$ cat src/rtl/nn_video_pkg.sv
// Shared types and default 720p timing for the NN video frame sequencer.
package nn_video_pkg;

  typedef enum logic [1:0] {
    IDLE     = 2'd0,
    RUN      = 2'd1,
    STOPPING = 2'd2
  } state_t;

  typedef struct packed {
    logic [7:0] r;
    logic [7:0] g;
    logic [7:0] b;
  } rgb24_t;

  localparam int DEF_H_ACTIVE = 1280;
  localparam int DEF_H_FP     = 110;
  localparam int DEF_H_SYNC   = 40;
  localparam int DEF_H_BP     = 220;
  localparam int DEF_V_ACTIVE = 720;
  localparam int DEF_V_FP     = 5;
  localparam int DEF_V_SYNC   = 5;
  localparam int DEF_V_BP     = 20;

endpackage

$ cat src/rtl/nn_raster_counter.sv
// Horizontal/vertical raster counters with active, sync and last-cycle decode.
module nn_raster_counter
  import nn_video_pkg::*;
#(
  parameter int H_ACTIVE = DEF_H_ACTIVE,
  parameter int H_FP     = DEF_H_FP,
  parameter int H_SYNC   = DEF_H_SYNC,
  parameter int H_BP     = DEF_H_BP,
  parameter int V_ACTIVE = DEF_V_ACTIVE,
  parameter int V_FP     = DEF_V_FP,
  parameter int V_SYNC   = DEF_V_SYNC,
  parameter int V_BP     = DEF_V_BP
) (
  input  logic clk,
  input  logic reset_n,
  input  logic i_en,
  output logic o_active,
  output logic o_hsync,
  output logic o_vsync,
  output logic o_last
);

  localparam int H_TOTAL = H_ACTIVE + H_FP + H_SYNC + H_BP;
  localparam int V_TOTAL = V_ACTIVE + V_FP + V_SYNC + V_BP;
  localparam int HW = $clog2(H_TOTAL + 1);
  localparam int VW = $clog2(V_TOTAL + 1);

  localparam logic [HW-1:0] H_LAST = HW'(H_TOTAL - 1);
  localparam logic [HW-1:0] H_ACT  = HW'(H_ACTIVE);
  localparam logic [HW-1:0] HS_BEG = HW'(H_ACTIVE + H_FP);
  localparam logic [HW-1:0] HS_END = HW'(H_ACTIVE + H_FP + H_SYNC);
  localparam logic [VW-1:0] V_LAST = VW'(V_TOTAL - 1);
  localparam logic [VW-1:0] V_ACT  = VW'(V_ACTIVE);
  localparam logic [VW-1:0] VS_BEG = VW'(V_ACTIVE + V_FP);
  localparam logic [VW-1:0] VS_END = VW'(V_ACTIVE + V_FP + V_SYNC);

  logic [HW-1:0] r_h_cnt;
  logic [VW-1:0] r_v_cnt;

  // Disabled counters sit at the origin so a fresh enable starts a clean frame.
  always_ff @(posedge clk) begin
    if (!reset_n || !i_en) begin
      r_h_cnt <= '0;
      r_v_cnt <= '0;
    end else if (r_h_cnt == H_LAST) begin
      r_h_cnt <= '0;
      r_v_cnt <= (r_v_cnt == V_LAST) ? '0 : r_v_cnt + 1'b1;
    end else begin
      r_h_cnt <= r_h_cnt + 1'b1;
    end
  end

  assign o_active = (r_h_cnt < H_ACT) && (r_v_cnt < V_ACT);
  assign o_hsync  = (r_h_cnt >= HS_BEG) && (r_h_cnt < HS_END);
  assign o_vsync  = (r_v_cnt >= VS_BEG) && (r_v_cnt < VS_END);
  assign o_last   = (r_h_cnt == H_LAST) && (r_v_cnt == V_LAST);

endmodule

$ cat src/rtl/nn_frame_sequencer.sv
// Streams pixels into raster-timed frames for nn_rgb; start/stop control FSM.
module nn_frame_sequencer
  import nn_video_pkg::*;
#(
  parameter int H_ACTIVE = DEF_H_ACTIVE,
  parameter int H_FP     = DEF_H_FP,
  parameter int H_SYNC   = DEF_H_SYNC,
  parameter int H_BP     = DEF_H_BP,
  parameter int V_ACTIVE = DEF_V_ACTIVE,
  parameter int V_FP     = DEF_V_FP,
  parameter int V_SYNC   = DEF_V_SYNC,
  parameter int V_BP     = DEF_V_BP
) (
  input  logic        clk,
  input  logic        reset_n,
  input  logic        start,
  input  logic        stop,
  input  logic [2:0]  enable_cfg,
  input  logic        pix_valid,
  input  logic [23:0] pix_data,
  output logic        pix_ready,
  output logic        vs_out,
  output logic        hs_out,
  output logic        de_out,
  output logic [7:0]  r_out,
  output logic [7:0]  g_out,
  output logic [7:0]  b_out,
  output logic [2:0]  enable_out,
  output logic        busy,
  output logic        frame_done,
  output logic        underflow,
  output logic [15:0] frame_cnt,
  input  logic        frame_cnt_load,
  input  logic [15:0] frame_cnt_init,
  output state_t      state_dbg
);

  // Pixel handshake: a pixel is consumed on every cycle pix_ready is high;
  // pix_valid low on such a cycle is a starved pixel, not a stall.

  state_t      r_state, w_state_nxt;
  logic        w_enter_run, w_busy, w_live;
  logic        w_active, w_hsync, w_vsync, w_last, w_frame_done;
  logic        r_vs, r_hs, r_de, r_underflow;
  rgb24_t      r_pix;
  logic [2:0]  r_enable;
  logic [15:0] r_frame_cnt;

  nn_raster_counter #(
    .H_ACTIVE(H_ACTIVE), .H_FP(H_FP), .H_SYNC(H_SYNC), .H_BP(H_BP),
    .V_ACTIVE(V_ACTIVE), .V_FP(V_FP), .V_SYNC(V_SYNC), .V_BP(V_BP)
  ) u_raster (
    .clk      (clk),
    .reset_n  (reset_n),
    .i_en     (w_busy),
    .o_active (w_active),
    .o_hsync  (w_hsync),
    .o_vsync  (w_vsync),
    .o_last   (w_last)
  );

  assign w_busy       = (r_state != IDLE);
  assign w_live       = w_busy && w_active;
  assign w_frame_done = w_busy && w_last;

  always_comb begin
    w_state_nxt = r_state;
    w_enter_run = 1'b0;
    case (r_state)
      IDLE:     if (start) begin
                  w_state_nxt = RUN;
                  w_enter_run = 1'b1;
                end
      RUN:      if (stop) w_state_nxt = STOPPING;
      STOPPING: if (w_last) w_state_nxt = IDLE;
      default:  w_state_nxt = IDLE;
    endcase
  end

  always_ff @(posedge clk) begin
    if (!reset_n) begin
      r_state     <= IDLE;
      r_vs        <= 1'b0;
      r_hs        <= 1'b0;
      r_de        <= 1'b0;
      r_pix       <= '0;
      r_underflow <= 1'b0;
      r_enable    <= '0;
      r_frame_cnt <= '0;
    end else begin
      r_state <= w_state_nxt;
      r_vs    <= w_busy && w_vsync;
      r_hs    <= w_busy && w_hsync;
      r_de    <= w_live;
      r_pix   <= (w_live && pix_valid) ? rgb24_t'(pix_data) : '0;
      if (w_enter_run)
        r_underflow <= 1'b0;
      else if (w_live && !pix_valid)
        r_underflow <= 1'b1;
      // Mode only changes at frame boundaries so nn_rgb sees one mode per frame.
      if (w_enter_run || (r_state == RUN && w_frame_done))
        r_enable <= enable_cfg;
      if (w_frame_done)
        r_frame_cnt <= r_frame_cnt + 16'd1;
      else if (frame_cnt_load)
        r_frame_cnt <= frame_cnt_init;
    end
  end

  assign pix_ready  = w_live;
  assign vs_out     = r_vs;
  assign hs_out     = r_hs;
  assign de_out     = r_de;
  assign r_out      = r_pix.r;
  assign g_out      = r_pix.g;
  assign b_out      = r_pix.b;
  assign enable_out = r_enable;
  assign busy       = w_busy;
  assign frame_done = w_frame_done;
  assign underflow  = r_underflow;
  assign frame_cnt  = r_frame_cnt;
  assign state_dbg  = r_state;

endmodule

$ cat config.mk
export PLATFORM = sky130hd
export DESIGN_NAME = nn_frame_sequencer
export DESIGN_NICKNAME = d
export VERILOG_FILES = /design/src/rtl/nn_video_pkg.sv /design/src/rtl/nn_raster_counter.sv /design/src/rtl/nn_frame_sequencer.sv
export SDC_FILE = /design/constraint.sdc
export NUM_CORES = 1
export LEC_CHECK = 0
export ABC_AREA = 1
export CAP_MARGIN = 20
export CORE_AREA = 2 2 115 84
export CTS_CLUSTER_DIAMETER = 150
export CTS_CLUSTER_SIZE = 40
export DETAILED_ROUTE_END_ITERATION = 8
export DIE_AREA = 0 0 117 86
export GPL_ROUTABILITY_DRIVEN = 0
export GPL_TIMING_DRIVEN = 0
export PLACE_DENSITY_LB_ADDON = 0.25
export SLEW_MARGIN = 20
export SYNTH_ARGS = -nofsm -noshare
export SYNTH_HDL_FRONTEND = slang
export SYNTH_HIERARCHICAL = 1
export SYNTH_SLANG_ARGS = --single-unit
$ cat constraint.sdc
create_clock -name clk -period 2 [get_ports clk]
set_input_delay 0.4 -clock clk [delete_from_list [all_inputs] [get_ports clk]]
set_output_delay 0.4 -clock clk [all_outputs]
set_load 0.05 [all_outputs]
==> flow_metrics.env <==
export IMPL_die_y_um=86
export IMPL_synth_ff_type="dfxtp_1"
export IMPL_clkPwrFrac_pct=43.4
export IMPL_setup_slack_ns=-0.248
export IMPL_critPathLaunchType="flip-flop"
export IMPL_grt_pass1_wl_um=16000
export IMPL_final_common_cell="nand2_1"
export IMPL_max_slew_margin_pct=50.3
export IMPL_busiest_layer="met2"
export IMPL_drt_iter0_drc=239
export IMPL_synth_distinct_cells=39
export IMPL_power_internal_uw=2630
export IMPL_hold_viol_final=0
export IMPL_diodes=0
export IMPL_worstSetupEndpointType="primary output"
export IMPL_htreeDepth=3
export IMPL_netlist_area_um2=3510
export IMPL_cts_buffers=9
export IMPL_skew_ns=0.00697
export IMPL_synth_fa_ha_area_share_pct=2.14
export IMPL_clk_latency_ns=0.32
export IMPL_hold_path_class="reg -> reg"
export IMPL_synth_edff_count=0
export IMPL_rsz0062_at_grt="true"
export IMPL_syn_to_final_growth_pct=55.7
export IMPL_antenna_found_initial=0
export IMPL_yosysSeqAreaShare_pct=40.0
export IMPL_max_freq_ghz=0.445
export IMPL_drc=0
export IMPL_portBuffers=100
export IMPL_clk_path_buf_depth=2
export IMPL_nFillCells=756
export IMPL_cts_root_buf="clkbuf_16"
export IMPL_drive_above_1_share_pct=22.0
export IMPL_fin_nets=699
export IMPL_hold_path_startpoint="u_raster/r_v_cnt[8]"
export IMPL_layout_common_cells="nand2_1, clkdlybuf4s50_1, nor2_1, inv_1, dfxtp_1"
export IMPL_ys_ff_latch=70
export IMPL_drt_pass1_iter_count=5
export IMPL_r2r_cells=18
export IMPL_crit_type="reg -> out"
export IMPL_period_share_pct=112
export IMPL_die_x_um=117
export IMPL_synth_area_per_cell_um2=6.94
export IMPL_cp_startpoint="u_raster/r_h_cnt[1]"
export IMPL_core_um2=8890
export IMPL_drt_wirelength_per_cell_um=12.8
export IMPL_synth_compound_area_share_pct=9.13
export IMPL_endpoint="frame_done"
export IMPL_finalSetupViolations=17
export IMPL_grt_usage_pct=20.2
export IMPL_synthArstFlopShare_pct=0
export IMPL_final_util_pct=61.4
export IMPL_vias=3700
export IMPL_swShare_pct=26.6
export IMPL_wirelength_um=9920
export IMPL_syn_nets=560
export IMPL_p_per_area_nw_per_um2=656
export IMPL_ios=101
export IMPL_violations="setup timing"
export IMPL_critPathSlowestCell="dfxtp_2"
export IMPL_antenna_left=0
export IMPL_power_total_uw=3580
export IMPL_grt_pass1_vias=3417
export IMPL_p_sw_uw=951
export IMPL_hold_buffers=0
export IMPL_clkTransAtPathRegs_ns=0.06
export IMPL_hold_slack_ns=0.500
export IMPL_r2r_slack_ns=-0.14
export IMPL_tightestPinTransition_ns=0.746
export IMPL_critical_path_max_stage_delay_ns=0.32
export IMPL_ys_warn_count=6
export IMPL_cp_arrival_ns=1.85
export IMPL_slew_viol_final=0
export IMPL_use_met1_pct=25.6
export IMPL_initial_core_util_pct=39.5
export IMPL_p_leak_uw=0.00245
export IMPL_viasPerCell=4.79
export IMPL_synth_top_family_by_area="simple AND/OR/NAND/NOR gates"
export IMPL_cts_sinks=70
export IMPL_fin_crit_ns=2.25
export IMPL_cp_required_ns=1.60
export IMPL_path_cells="inv_2 -> ha_4 -> nand2_4 -> nor2_4 -> inv_2 -> nor2_4 -> inv_2 -> nor2_4 -> inv_2 -> nor2_4 -> buf_8 -> buf_12 -> buf_12"
export IMPL_r2r_end="frame_cnt[0]"
export IMPL_cts_tree="done"
export IMPL_met2_usage_pct=32.2
export IMPL_status="complete, but fails checks"
export IMPL_synthesis_instances=505
export IMPL_grt_use_met3_pct=8.06
export IMPL_dieArea_um2=10100
export IMPL_grt_ovfl_total=0
export IMPL_synth_simple_area_share_pct=36.4
export IMPL_dpl_hpwl_um=7130
export IMPL_p_seq_share_pct=41.3
export IMPL_synthXorXnorAreaFrac_pct=0.749
export IMPL_combPwrFrac_pct=15.2
export IMPL_critPathMaxFanout=2
export IMPL_grt_max_degree=13
export IMPL_drv_cap=0
export IMPL_reg2reg_from="u_raster/r_h_cnt[1]"
export IMPL_rows=29
export IMPL_ir_drop_uv=528
export IMPL_synthMuxAreaShare_pct=0
power groups by stage:
| stage | Sequential (uW) | Combinational, uW | Clock [uW] |
|---|---|---|---|
| after global routing | 1490 | 582 | 1680 |
| after CTS | 1480 | 517 | 1600 |
| final | 1480 | 545 | 1560 |
| after detailed placement | 1510 | 512 | 0 |
| after floorplan | 1650 | 144 | 0 |
| after global placement | 1510 | 508 | 0 |
registers in the layout, indices dropped and copies added, names as in the netlist:
| name | cells |
|---|---|
| frame_cnt | 16 |
| hs_out | 1 |
| de_out | 1 |
| r_out | 8 |
| g_out | 8 |
| enable_out | 3 |
| b_out | 8 |
| state_dbg | 2 |
| u_raster/r_v_cnt | 10 |
| underflow | 1 |
| u_raster/r_h_cnt | 11 |
| vs_out | 1 |
cell usage after synthesis (5+ instances only):
master	n	area, um^2
nand3_1	34	170
nand2_2	8	50.1
ha_1	6	75.1
nor2_2	5	31.3
nand4_1	9	56.3
a21oi_1	19	95.1
o21ai_0	12	60.1
nand2_1	107	402
a31oi_1	6	37.5
nor2_4	6	67.6
inv_1	82	308
nor2_1	88	330
nor3_1	6	30.0
dfxtp_1	70	1400
worst max-delay path: cells and delay by family (launching register included):
family / cells / cell delay (ns)
adder cells (fa/ha/maj): 1 / 0.14
AND/OR/NAND/NOR: 5 / 0.50
flip-flops: 1 / 0.32
buffers and inverters: 7 / 0.58
cell type report:
class	count	area, um^2	share of cell area, %
buffer	10	101	1.86
clock buffer	11	233	4.26
clock inverter	5	58.8	1.08
inverter	85	327	5.98
multi-input combinational	339	1880	34.4
sequential	70	1420	26.0
tap	124	155	2.84
timing repair buffer	129	1280	23.5
kinds of logic (layout without fill, tap and decap cells):
| family | Yosys count | in the layout |
|---|---|---|
| compound gates | 53 | 53 |
| xor+xnor | 3 | 3 |
| fa+ha+maj | 6 | 6 |
| buf+inv | 96 | 240 |
| flops | 70 | 70 |
| simple gates | 277 | 277 |
how the worst min path moves through the flow:
| stage | end | slack, ns | cells after the start |
|---|---|---|---|
| finish | u_raster/r_v_cnt[8] | 0.50 | 2 |
| global route | u_raster/r_v_cnt[8] | 0.51 | 2 |
| CTS | frame_cnt[15] | 0.50 | 2 |
| detailed placement | u_raster/r_h_cnt[0] | 0.46 | 1 |
| global placement | u_raster/r_h_cnt[0] | 0.45 | 1 |
| floorplan | u_raster/r_h_cnt[0] | 0.43 | 1 |
what timing repair did:
| item | in CTS | in global routing |
|---|---|---|
| endpoints found under the setup margin | 24 | 40 |
| buffers inserted | 15 | 13 |
| pin swaps | 7 | 14 |
| resized for setup | 56 | 52 |
| cloned | 0 | 1 |
stage by stage:
step                TNS, ns  instance area, um^2  cells  setup WS [ns]
finish                -1.98                 5460    773         -0.248
global placement      -4.92                 4680    729          -1.08
global route          -3.69                 5460    773         -0.335
CTS                  -0.335                 5170    759         -0.236
detailed placement    -5.15                 4680    729          -1.08
floorplan                 0                 3520    505         0.0184
routing by layer:
layer / vias up / share of wire, %
li1: 1866 / -
met1: 1670 / 43
met2: 158 / 45
met3: 6 / 11
met4: 0 / 0.59
met5: - / 0
(Power assumes the default switching activity.)
